<file path="src/rtl/alu_seq_n.sv">
// Registered N-bit ALU with start/busy/done handshake and iterative shift/rotate.
// Define ALU_SEQ_BARREL_EN to build single-cycle shifts/rotates instead.
module alu_seq_n #(
    parameter int unsigned WIDTH = 8
) (
    input  logic             clk,
    input  logic             rst,
    input  logic             start,
    input  logic [WIDTH-1:0] A,
    input  logic [WIDTH-1:0] B,
    input  logic [2:0]       Control,
    input  logic             Cin,
    output logic [WIDTH-1:0] ALU_output,
    output logic             Cout,
    output logic             Zero,
    output logic             Neg,
    output logic             Ovf,
    output logic             busy,
    output logic             done
);

    localparam int unsigned SHW = $clog2(WIDTH);
    localparam int unsigned WP1 = WIDTH + 1;

    typedef enum logic [2:0] {
        OP_ADD = 3'b000,
        OP_SUB = 3'b001,
        OP_OR  = 3'b010,
        OP_AND = 3'b011,
        OP_SHL = 3'b100,
        OP_SHR = 3'b101,
        OP_ROL = 3'b110,
        OP_ROR = 3'b111
    } op_e;

    typedef enum logic {
        S_IDLE,
        S_SHIFT
    } state_e;

    // One 1-bit shift/rotate step; returns {bit moved out, new value}.
    function automatic logic [WIDTH:0] step1(input op_e op, input logic [WIDTH-1:0] v);
        logic [WIDTH:0] r;
        r = {1'b0, v};
        case (op)
            OP_SHL:  r = {v, 1'b0};
            OP_SHR:  r = {v[0], 1'b0, v[WIDTH-1:1]};
            OP_ROL:  r = {v[WIDTH-1], v[WIDTH-2:0], v[WIDTH-1]};
            OP_ROR:  r = {v[0], v[0], v[WIDTH-1:1]};
            default: r = {1'b0, v};
        endcase
        return r;
    endfunction

`ifdef ALU_SEQ_BARREL_EN
    // Cascade of conditional 1-bit stages, so Cout matches the iterative build exactly.
    function automatic logic [WIDTH:0] barrel(input op_e op, input logic [WIDTH-1:0] v,
                                              input logic [SHW-1:0] k);
        logic [WIDTH:0] r;
        r = {1'b0, v};
        for (int unsigned i = 0; i < WIDTH - 1; i++) begin
            if (i < 32'(k)) r = step1(op, r[WIDTH-1:0]);
        end
        return r;
    endfunction
`endif

    state_e           state_q, state_d;
    op_e              op_q, op_d;
    logic [WIDTH-1:0] work_q, work_d;
    logic [SHW-1:0]   cnt_q, cnt_d;

    logic [WIDTH-1:0] res_d;
    logic             cout_d, zero_d, neg_d, ovf_d, busy_d, done_d;

    logic [SHW-1:0]   amt;
    logic [WIDTH:0]   add_sum, sub_sum, step_r;
    logic             add_ovf, sub_ovf, launch;
    logic [WIDTH-1:0] ex_res;
    logic             ex_cout, ex_ovf;

    assign amt     = B[SHW-1:0];
    assign add_sum = {1'b0, A} + {1'b0, B} + WP1'(Cin);
    assign sub_sum = {1'b0, A} + {1'b0, ~B} + WP1'(1);
    assign add_ovf = (A[WIDTH-1] == B[WIDTH-1]) && (add_sum[WIDTH-1] != A[WIDTH-1]);
    assign sub_ovf = (A[WIDTH-1] != B[WIDTH-1]) && (sub_sum[WIDTH-1] != A[WIDTH-1]);
    assign step_r  = step1(op_q, work_q);

`ifdef ALU_SEQ_BARREL_EN
    assign launch = 1'b0;
`else
    assign launch = Control[2] && (amt != '0);
`endif

    // Single-cycle result for everything that does not enter SHIFT.
    always_comb begin
        ex_res  = '0;
        ex_cout = 1'b0;
        ex_ovf  = 1'b0;
        case (op_e'(Control))
            OP_ADD: begin
                {ex_cout, ex_res} = add_sum;
                ex_ovf            = add_ovf;
            end
            OP_SUB: begin
                {ex_cout, ex_res} = sub_sum;
                ex_ovf            = sub_ovf;
            end
            OP_OR:  ex_res = A | B;
            OP_AND: ex_res = A & B;
            default: begin
`ifdef ALU_SEQ_BARREL_EN
                {ex_cout, ex_res} = barrel(op_e'(Control), A, amt);
`else
                ex_res = A;
`endif
            end
        endcase
    end

    // Next-state and registered-output logic.
    always_comb begin
        state_d = state_q;
        op_d    = op_q;
        work_d  = work_q;
        cnt_d   = cnt_q;
        res_d   = ALU_output;
        cout_d  = Cout;
        zero_d  = Zero;
        neg_d   = Neg;
        ovf_d   = Ovf;
        busy_d  = busy;
        done_d  = 1'b0;
        case (state_q)
            S_IDLE: begin
                if (start) begin
                    op_d = op_e'(Control);
                    if (launch) begin
                        work_d  = A;
                        cnt_d   = amt;
                        busy_d  = 1'b1;
                        state_d = S_SHIFT;
                    end else begin
                        res_d  = ex_res;
                        cout_d = ex_cout;
                        ovf_d  = ex_ovf;
                        zero_d = (ex_res == '0);
                        neg_d  = ex_res[WIDTH-1];
                        done_d = 1'b1;
                    end
                end
            end
            S_SHIFT: begin
                work_d = step_r[WIDTH-1:0];
                cnt_d  = cnt_q - SHW'(1);
                if (cnt_q == SHW'(1)) begin
                    res_d   = step_r[WIDTH-1:0];
                    cout_d  = step_r[WIDTH];
                    ovf_d   = 1'b0;
                    zero_d  = (step_r[WIDTH-1:0] == '0);
                    neg_d   = step_r[WIDTH-1];
                    busy_d  = 1'b0;
                    done_d  = 1'b1;
                    state_d = S_IDLE;
                end
            end
            default: state_d = S_IDLE;
        endcase
    end

    always_ff @(posedge clk) begin
        if (rst) begin
            state_q    <= S_IDLE;
            op_q       <= OP_ADD;
            work_q     <= '0;
            cnt_q      <= '0;
            ALU_output <= '0;
            Cout       <= 1'b0;
            Zero       <= 1'b0;
            Neg        <= 1'b0;
            Ovf        <= 1'b0;
            busy       <= 1'b0;
            done       <= 1'b0;
        end else begin
            state_q    <= state_d;
            op_q       <= op_d;
            work_q     <= work_d;
            cnt_q      <= cnt_d;
            ALU_output <= res_d;
            Cout       <= cout_d;
            Zero       <= zero_d;
            Neg        <= neg_d;
            Ovf        <= ovf_d;
            busy       <= busy_d;
            done       <= done_d;
        end
    end

endmodule

</file>
<file path="config.mk">
export PLATFORM = sky130hd
export DESIGN_NAME = alu_seq_n
export DESIGN_NICKNAME = d
export VERILOG_FILES = /design/src/rtl/alu_seq_n.sv
export SDC_FILE = /design/constraint.sdc
export NUM_CORES = 1
export LEC_CHECK = 0
export CAP_MARGIN = 20
export CORE_MARGIN = 2
export CORE_UTILIZATION = 40
export CTS_CLUSTER_DIAMETER = 80
export DETAILED_ROUTE_END_ITERATION = 8
export SYNTH_ARGS = -nofsm -noshare
export SYNTH_HDL_FRONTEND = slang
export SYNTH_SLANG_ARGS = --single-unit
</file>
<file path="constraint.sdc">
create_clock -name clk -period 2.93 [get_ports clk]
set_clock_uncertainty 0.1 [all_clocks]
set_input_delay 0.586 -clock clk [delete_from_list [all_inputs] [get_ports clk]]
set_output_delay 0.586 -clock clk [all_outputs]
set_load 0.05 [all_outputs]
</file>
==> results of run 1 <==
worst paths after layout:
path / startpoint / depth (start not counted) / end
setup / recovery: B[6] / 10 / Zero
hold / removal: ALU_output[2] / 2 / ALU_output[2]
setup reg to reg: op_q[2] / 6 / Zero
hold reg to reg: ALU_output[2] / 2 / ALU_output[2]
what timing repair did:
action / CTS / global route
hold endpoints to repair: 0 / 0
hold buffers: 0 / 0
resized for setup: 9 / 21
pin swaps: 3 / 8
endpoints found under the setup margin: 5 / 8
setup buffers: 0 / 1
worst max-delay path: stages:
cell and delay, ns:
clkdlybuf4s50_1 0.48, inv_1 0.06, ha_1 0.20, or3_1 0.46, a2111oi_4 0.28, o31ai_1 0.15, nand3_1 0.11, a32oi_1 0.10
buf_4 0.16, o41ai_2 0.30
cells in the mapped netlist, types with 8 or more instances:
master | count | area share
inv_1 | 26 | 0.036
nor2_1 | 44 | 0.060
mux2i_1 | 12 | 0.044
dfxtp_1 | 28 | 0.20
a211oi_1 | 10 | 0.027
a21oi_1 | 24 | 0.044
nand2_1 | 32 | 0.044
nor3_1 | 11 | 0.020
o21ai_0 | 18 | 0.033
clkbuf_1 | 10 | 0.014
buf_2 | 8 | 0.015
ha_1 | 28 | 0.13
per-stage QoR:
stage	hold slack (ns)	power [mW]
after floorplan	0.3707	0.7970
after global placement	0.3432	1.015
after detailed placement	0.3534	1.022
after CTS	0.3672	1.330
after global routing	0.3881	1.430
final	0.3647	1.359
registers in the layout, summed over array words and instances, names as in the netlist:
name and cells:
ALU_output 7, Cout 1, Neg 1, Ovf 1
Zero 1, busy 1, cnt_q 3, done 1
op_q 3, state_q 1, work_q 8
power by group:
group | internal (mW) | switching (mW)
clock | 0.183 | 0.123
sequential | 0.411 | 0.0326
combinational | 0.285 | 0.325
total | 0.878 | 0.481
routing by layer:
| metal | vias to the layer above | wire length, microns | part of all wire | GRT usage |
|---|---|---|---|---|
| met5 | - | 0 | 0 | 0 |
| met4 | 0 | 185 | 0.023 | 0.07813 |
| met3 | 14 | 363 | 0.045 | 0.005687 |
| met2 | 91 | 4054 | 0.50 | 0.3622 |
| met1 | 1324 | 3455 | 0.43 | 0.2860 |
| li1 | 1434 | - | - | - |
final cells by class:
| type | instances | area (sq um) | area share |
|---|---|---|---|
| Sequential cell | 28 | 560.5 | 0.1492 |
| Inverter | 29 | 108.9 | 0.02898 |
| Tap cell | 80 | 100.1 | 0.02665 |
| Multi-Input combinational cell | 279 | 2074 | 0.5523 |
| Clock inverter | 1 | 30.03 | 0.007995 |
| Timing Repair Buffer | 100 | 840.8 | 0.2239 |
| Clock buffer | 3 | 41.29 | 0.01099 |
cells by family (layout without fill, tap and decap cells):
| logic type | after synthesis | in the layout | synth area share |
|---|---|---|---|
| AND/OR/NAND/NOR | 126 | 126 | 0.2145 |
| AO/OA/AOI/OAI | 100 | 100 | 0.2637 |
| buffers and inverters | 52 | 133 | 0.08424 |
| adder cells (fa/ha/maj) | 31 | 31 | 0.1494 |
| flip-flops | 28 | 28 | 0.2040 |
| multiplexers | 17 | 17 | 0.06831 |
| XOR/XNOR | 5 | 5 | 0.01594 |
==> flow_metrics.tcl, run 1 <==
set metrics [dict create \
    fin_tns_setup_ns 0 \
    root_buffer "clkbuf_8" \
    drtIter0Drc 120 \
    num_rows 30 \
    final_common_cell "buf_4" \
    overflow 0 \
    die_w_microns 86.88 \
    wire_per_inst_microns 15.50 \
    power_density_mw_per_mm2 361.9 \
    cp_data_required_time_ns 3.02 \
    r2r_slack_ns 0.89 \
    netlist_instances 359 \
    via_per_inst 5.506 \
    synthFlopType "dfxtp_1" \
    power_leakage_nw 1.558 \
    antenna_cells 0 \
    grt_pass1_vias 2694 \
    fmax_mhz 355.8 \
    post-route-min-period_ns 2.810 \
    synth_fp_nets 413 \
    clock_path_buffers 2 \
    fin_cells 520 \
    postRouteAntennaNets 0 \
    path_clk_slew_ns 0.10 \
    pre_cts_ws_ns -0.3866 \
    syn2layout_area_growth_pct 36.70 \
    end_kind "flop" \
    final_max_slew_viol_count 0 \
    place_hpwl_microns 6268 \
    core_area_sq_mm 0.006719 \
    die_area_sq_mm 0.007548 \
    post-route-period-util 0.9592 \
    vias 2863 \
    cts-htree-levels 1 \
    die_h_microns 86.88 \
    firstDrtPassIters 4 \
    avgSynthCellArea_sq_um 7.654 \
    ys_warn_count 0 \
    ys_seq_area_frac 0.2040 \
    cts_buffers 3 \
    port-buffer-count 36 \
    fin_util 0.5590 \
    cap_violations 0 \
    grt_start_max_net_pins 29 \
    dpl_cell_area_sq_mm 0.003558 \
    critPathMaxFanout 2 \
    final_area_sq_mm 0.003756 \
    critPathLaunchType "primary input" \
    gp_congestion 0.9258 \
    worst_slew_pin_slew_ns 0.6685 \
    ys_ff_latch 28 \
    finalHoldViolCount 0 \
    nFillCells 629 \
    finalSetupViolCount 0 \
    slew_headroom 0.5537 \
    netlist_area_sq_mm 0.002748 \
    grt_pass1_wl_microns 12930 \
    synth_cell_types 61 \
    layout-drive-gt1-share 0.2386 \
    dp.cells 515 \
    hold_class "reg -> reg" \
    insertion_delay_ns 0.27 \
    status "finished, final reports clean" \
    final_cell_mix "buf_4 (64), nor2_1 (44), clkdlybuf4s50_1 (33), nand2_1 (32), dfxtp_1 (28)" \
    finalNetCount 495 \
    antenna_found_initial 0 \
    initial_core_util 0.4089 \
    synth_enable_flop_cells 0 \
    ios 37 \
    wirelength_microns 8058 \
    max-vdd-ir-drop_uv 182.1 \
    drc 0 \
    arrival_ns 2.90 \
    grtUsageTotal 0.2123 \
    async_flop_share 0 \
    worstSetupPathType "in -> reg" \
    cts.sinks 28 \
    cts_tree "built" \
    setup_slack_ns 0.1196 \
]
(Power assumes the default switching activity.)
==> inputs of run 2 (changes only) <==
PLACE_DENSITY = 0.58   (was not set)
==> flow_metrics.tcl, run 2 (synthesis gave the netlist of run 1 again) <==
set metrics [dict create \
    grtUsageTotal 0.2211 \
    hold_class "reg -> reg" \
    postRouteAntennaNets 0 \
    cts_buffers 3 \
    post-route-min-period_ns 2.876 \
    final_area_sq_mm 0.003782 \
    finalHoldViolCount 0 \
    finalNetCount 494 \
    die_h_microns 86.88 \
    root_buffer "clkbuf_8" \
    grt_start_max_net_pins 29 \
    total_power_mw 1.306 \
    wire_per_inst_microns 15.77 \
    cts_tree "built" \
    end_kind "flop" \
    multi_input_area_sq_mm 0.002110 \
    worst_slew_pin_slew_ns 0.6427 \
    gp_congestion 0.8907 \
    nFillCells 638 \
    max-vdd-ir-drop_uv 153.4 \
    num_rows 30 \
    port-buffer-count 36 \
    syn2layout_area_growth_pct 37.66 \
    cp_data_required_time_ns 3.01 \
    dpl_cell_area_sq_mm 0.003556 \
    die_w_microns 86.88 \
    fin_util 0.5629 \
    fin_cells 519 \
    insertion_delay_ns 0.27 \
    critPathMaxFanout 4 \
    wirelength_microns 8184 \
    holdWs_ns 0.3578 \
    arrival_ns 2.96 \
    drtIter0Drc 181 \
    core_area_sq_mm 0.006719 \
    via_per_inst 5.516 \
    post-route-period-util 0.9814 \
    fmax_mhz 347.8 \
    dp.cells 513 \
    slew_headroom 0.5709 \
    top_register "work_q" \
    die_area_sq_mm 0.007548 \
    cts.sinks 28 \
    grt_pass1_wl_microns 13410 \
    critPathLaunchType "primary input" \
    finalSetupViolCount 0 \
    power_leakage_nw 1.568 \
    worstSetupPathType "in -> reg" \
    cts-htree-levels 1 \
    firstDrtPassIters 4 \
    largest_register_ffs 8 \
    top_regs "work_q (8), ALU_output (7)" \
    vias 2863 \
    power_density_mw_per_mm2 345.3 \
    pre_cts_ws_ns -0.3935 \
    status "finished, final reports clean" \
    antenna_found_initial 0 \
    ios 37 \
    overflow 0 \
    grt_pass1_vias 2779 \
    path_clk_slew_ns 0.09 \
    fin_tns_setup_ns 0 \
    antenna_cells 0 \
    place_hpwl_microns 6335 \
    cap_violations 0 \
    layout-drive-gt1-share 0.2460 \
    seqCellArea_sq_um 560.5 \
    final_max_slew_viol_count 0 \
    clock_path_buffers 2 \
    setup_slack_ns 0.05443 \
    final_cell_mix "buf_4 (62), nor2_1 (44), nand2_1 (32), clkdlybuf4s50_1 (32), dfxtp_1 (28)" \
    drc 0 \
    final_common_cell "buf_4" \
    initial_core_util 0.4089 \
]
-- run 2: changes by cell type in the layout (fill, tap and decap cells not counted), sizes merged --
cell / delta
buf: -1
bufinv: -1
clkbuf: +1
clkdlybuf4s50: -1
dlymetal6s2s: +1
-- run 2: repair_timing --
action,CTS,global route
resized for setup,7,30
pin swaps,5,6
hold buffers,0,0
cloned,0,0
buffers inserted,1,1
endpoints found under the setup margin,6,7
-- run 2: path summary, 6_finish.rpt --
check	from	end	slack (ns)	cells after the start
worst max register to register	op_q[2]	Zero	0.91	6
worst min register to register	ALU_output[2]	ALU_output[2]	0.36	2
worst max-delay path	A[1]	Zero	0.05	9
worst min-delay path	ALU_output[2]	ALU_output[2]	0.36	2
-- run 2: layout make-up --
class	instances	share of cell area
tap	80	0.02646
multi-input combinational	279	0.5577
clock buffer	4	0.01456
inverter	29	0.02878
sequential	28	0.1482
timing repair buffer	99	0.2243
-- run 2: worst max-delay path, cell delays in order --
cell             delay (ns)
clkdlybuf4s50_1        0.42
buf_4                  0.16
fa_1                   0.47
mux2_2                 0.31
a32oi_1                0.19
nand2_1                0.13
nor4_2                 0.30
nand4_1                0.16
o41ai_2                0.21
-- run 2: power by group --
| group | leakage (nW) | internal [mW] | total (mW) | switching, mW |
|---|---|---|---|---|
| Combinational | 1.31 | 0.288 | 0.620 | 0.332 |
| Clock | 0.0288 | 0.120 | 0.242 | 0.122 |
| Sequential | 0.230 | 0.411 | 0.444 | 0.0327 |
-- run 2: routing by layer --
layer	track usage	vias to the layer above	share of wire
li1	-	1435	-
met1	0.2903	1311	0.44
met2	0.3747	98	0.49
met3	0.01611	19	0.051
met4	0.08949	0	0.022
met5	0	-	0
==> inputs of run 3 (changes only) <==
CORE_UTILIZATION = 50   (was 40)
PLACE_DENSITY = 0.71   (was 0.58)
==> flow_metrics.tcl, run 3 (synthesis gave the netlist of run 1 again) <==
set metrics [dict create \
    status "finished, final reports clean" \
    antenna_found_initial 0 \
    place_hpwl_microns 6072 \
    setup_slack_ns 0.06467 \
    power_density_mw_per_mm2 366.7 \
    grt_setup_unrepaired "true" \
    cap_violations 0 \
    num_rows 26 \
    path_clk_slew_ns 0.10 \
    cts-htree-levels 1 \
    cts.sinks 28 \
    post-route-min-period_ns 2.865 \
    wl_met1_microns 3418 \
    pre_cts_ws_ns -0.4145 \
    layout-drive-gt1-share 0.2240 \
    top_register "work_q" \
    fin_util 0.7077 \
    drc 0 \
    dpl_cell_area_sq_mm 0.003493 \
    firstDrtPassIters 5 \
    die_w_microns 78.13 \
    cp_slowest_cell "clkdlybuf4s50_1" \
    antenna_cells 0 \
    top_layer_used "met4" \
    root_buffer "clkbuf_8" \
    die_h_microns 78.13 \
    startpoint "B[6]" \
    grt_pass1_vias 2810 \
    fmax_mhz 349.0 \
    clock_path_buffers 2 \
    top_regs "work_q (8), ALU_output (7)" \
    die_area_sq_mm 0.006104 \
    worst_slew_pin_slew_ns 0.6390 \
    finalSetupViolCount 0 \
    insertion_delay_ns 0.28 \
    cp_data_required_time_ns 3.02 \
    via_per_inst 5.771 \
    worstSetupPathType "in -> reg" \
    postCtsHoldBufs 0 \
    routed-wl-met2_microns 3939 \
    nFillCells 447 \
    max-vdd-ir-drop_uv 182.8 \
    rr_startpoint "op_q[2]" \
    ios 37 \
    post-route-period-util 0.9779 \
    cp_top_family "compound AO/OA/AOI/OAI gates" \
    syn2layout_area_growth_pct 34.06 \
    end_kind "flop" \
    wire_per_inst_microns 15.73 \
    r2r_slack_ns 0.96 \
    drtIter0Drc 197 \
    crit_buf_inv 3 \
    grt_pass1_wl_microns 13250 \
    power_leakage_nw 1.518 \
    cts_buffers 3 \
    grtUsageTotal 0.2662 \
    vias 2903 \
    finalNetCount 488 \
    cp_cell_sequence "clkdlybuf4s50_1 > inv_1 > ha_1 > or3_1 > a2111oi_2 > o31ai_1 > nand3_1 > a32oi_1 > buf_4 > o41ai_2" \
    arrival_ns 2.96 \
    cts_tree "built" \
    overflow 0 \
    finalHoldViolCount 0 \
    route.met3.wl_microns 386 \
    max_stage_delay_ns 0.48 \
    final_common_cell "buf_4" \
    largest_register_ffs 8 \
    final_cell_mix "buf_4 (57), nor2_1 (44), clkdlybuf4s50_1 (34), nand2_1 (32), dfxtp_1 (28)" \
    cp_num_cells 10 \
    port-buffer-count 36 \
    rr_worst_depth 6 \
    core_area_sq_mm 0.005205 \
    final_area_sq_mm 0.003684 \
    initial_core_util 0.5279 \
    seqCellArea_sq_um 560.5 \
    multi_input_area_sq_mm 0.002067 \
    critPathLaunchType "primary input" \
    dp.cells 498 \
    slew_headroom 0.5734 \
    final_max_slew_viol_count 0 \
    r2r_end "Zero" \
    wirelength_microns 7911 \
    critPathCapture "Zero" \
    grt_start_max_net_pins 29 \
    hold_class "reg -> reg" \
    postRouteAntennaNets 0 \
    critPathMaxFanout 2 \
    gp_congestion 0.9520 \
    fin_tns_setup_ns 0 \
    fin_cells 503 \
]
[run 3: worst min path at each step]
stage | to | from | cells past startpoint
floorplan | cnt_q[0] | cnt_q[0] | 1
global placement | ALU_output[1] | ALU_output[1] | 2
detailed placement | ALU_output[2] | ALU_output[2] | 2
CTS | ALU_output[2] | ALU_output[2] | 2
global route | ALU_output[2] | ALU_output[2] | 2
finish | ALU_output[2] | ALU_output[2] | 2
[run 3: per-layer routing]
| layer | vias up | GRT usage |
|---|---|---|
| li1 | 1420 | - |
| met2 | 101 | 0.4690 |
| met3 | 16 | 0.01149 |
| met5 | - | 0 |
| met4 | 0 | 0.08070 |
| met1 | 1366 | 0.3526 |
[run 3: layout make-up]
class | instances | share of cell area
timing repair buffer | 93 | 0.2133
tap | 70 | 0.02378
sequential | 28 | 0.1522
multi-input combinational | 279 | 0.5611
clock inverter | 1 | 0.008152
inverter | 29 | 0.03023
clock buffer | 3 | 0.01121
[run 3: worst reg2reg max path, cell delays in order, from the launching register on]
cell and delay [ns]:
dfxtp_1 0.74, mux2i_1 0.25, nand2_1 0.10, nor4_1 0.27, nand4_1 0.14, a21o_1 0.23
o41ai_2 0.05
[run 3: power by group]
part / total, mW / internal [mW] / leakage (nW) / switching [mW]
Sequential: 0.443 / 0.411 / 0.230 / 0.0323
Clock: 0.308 / 0.183 / 0.0357 / 0.125
Combinational: 0.599 / 0.276 / 1.25 / 0.323
[run 3: timing repair]
action	in CTS	in global routing
resized for setup	5	22
cloned	0	0
pin swaps	5	10
endpoints found under the setup margin	5	6
buffers inserted	1	0
[run 3: stage by stage]
stage,hold WS (ns),total power [mW]
after detailed placement,0.3483,1.010
after global placement,0.3446,0.9994
after global routing,0.3870,1.419
after CTS,0.3627,1.316
after floorplan,0.3707,0.7970
final,0.3614,1.351
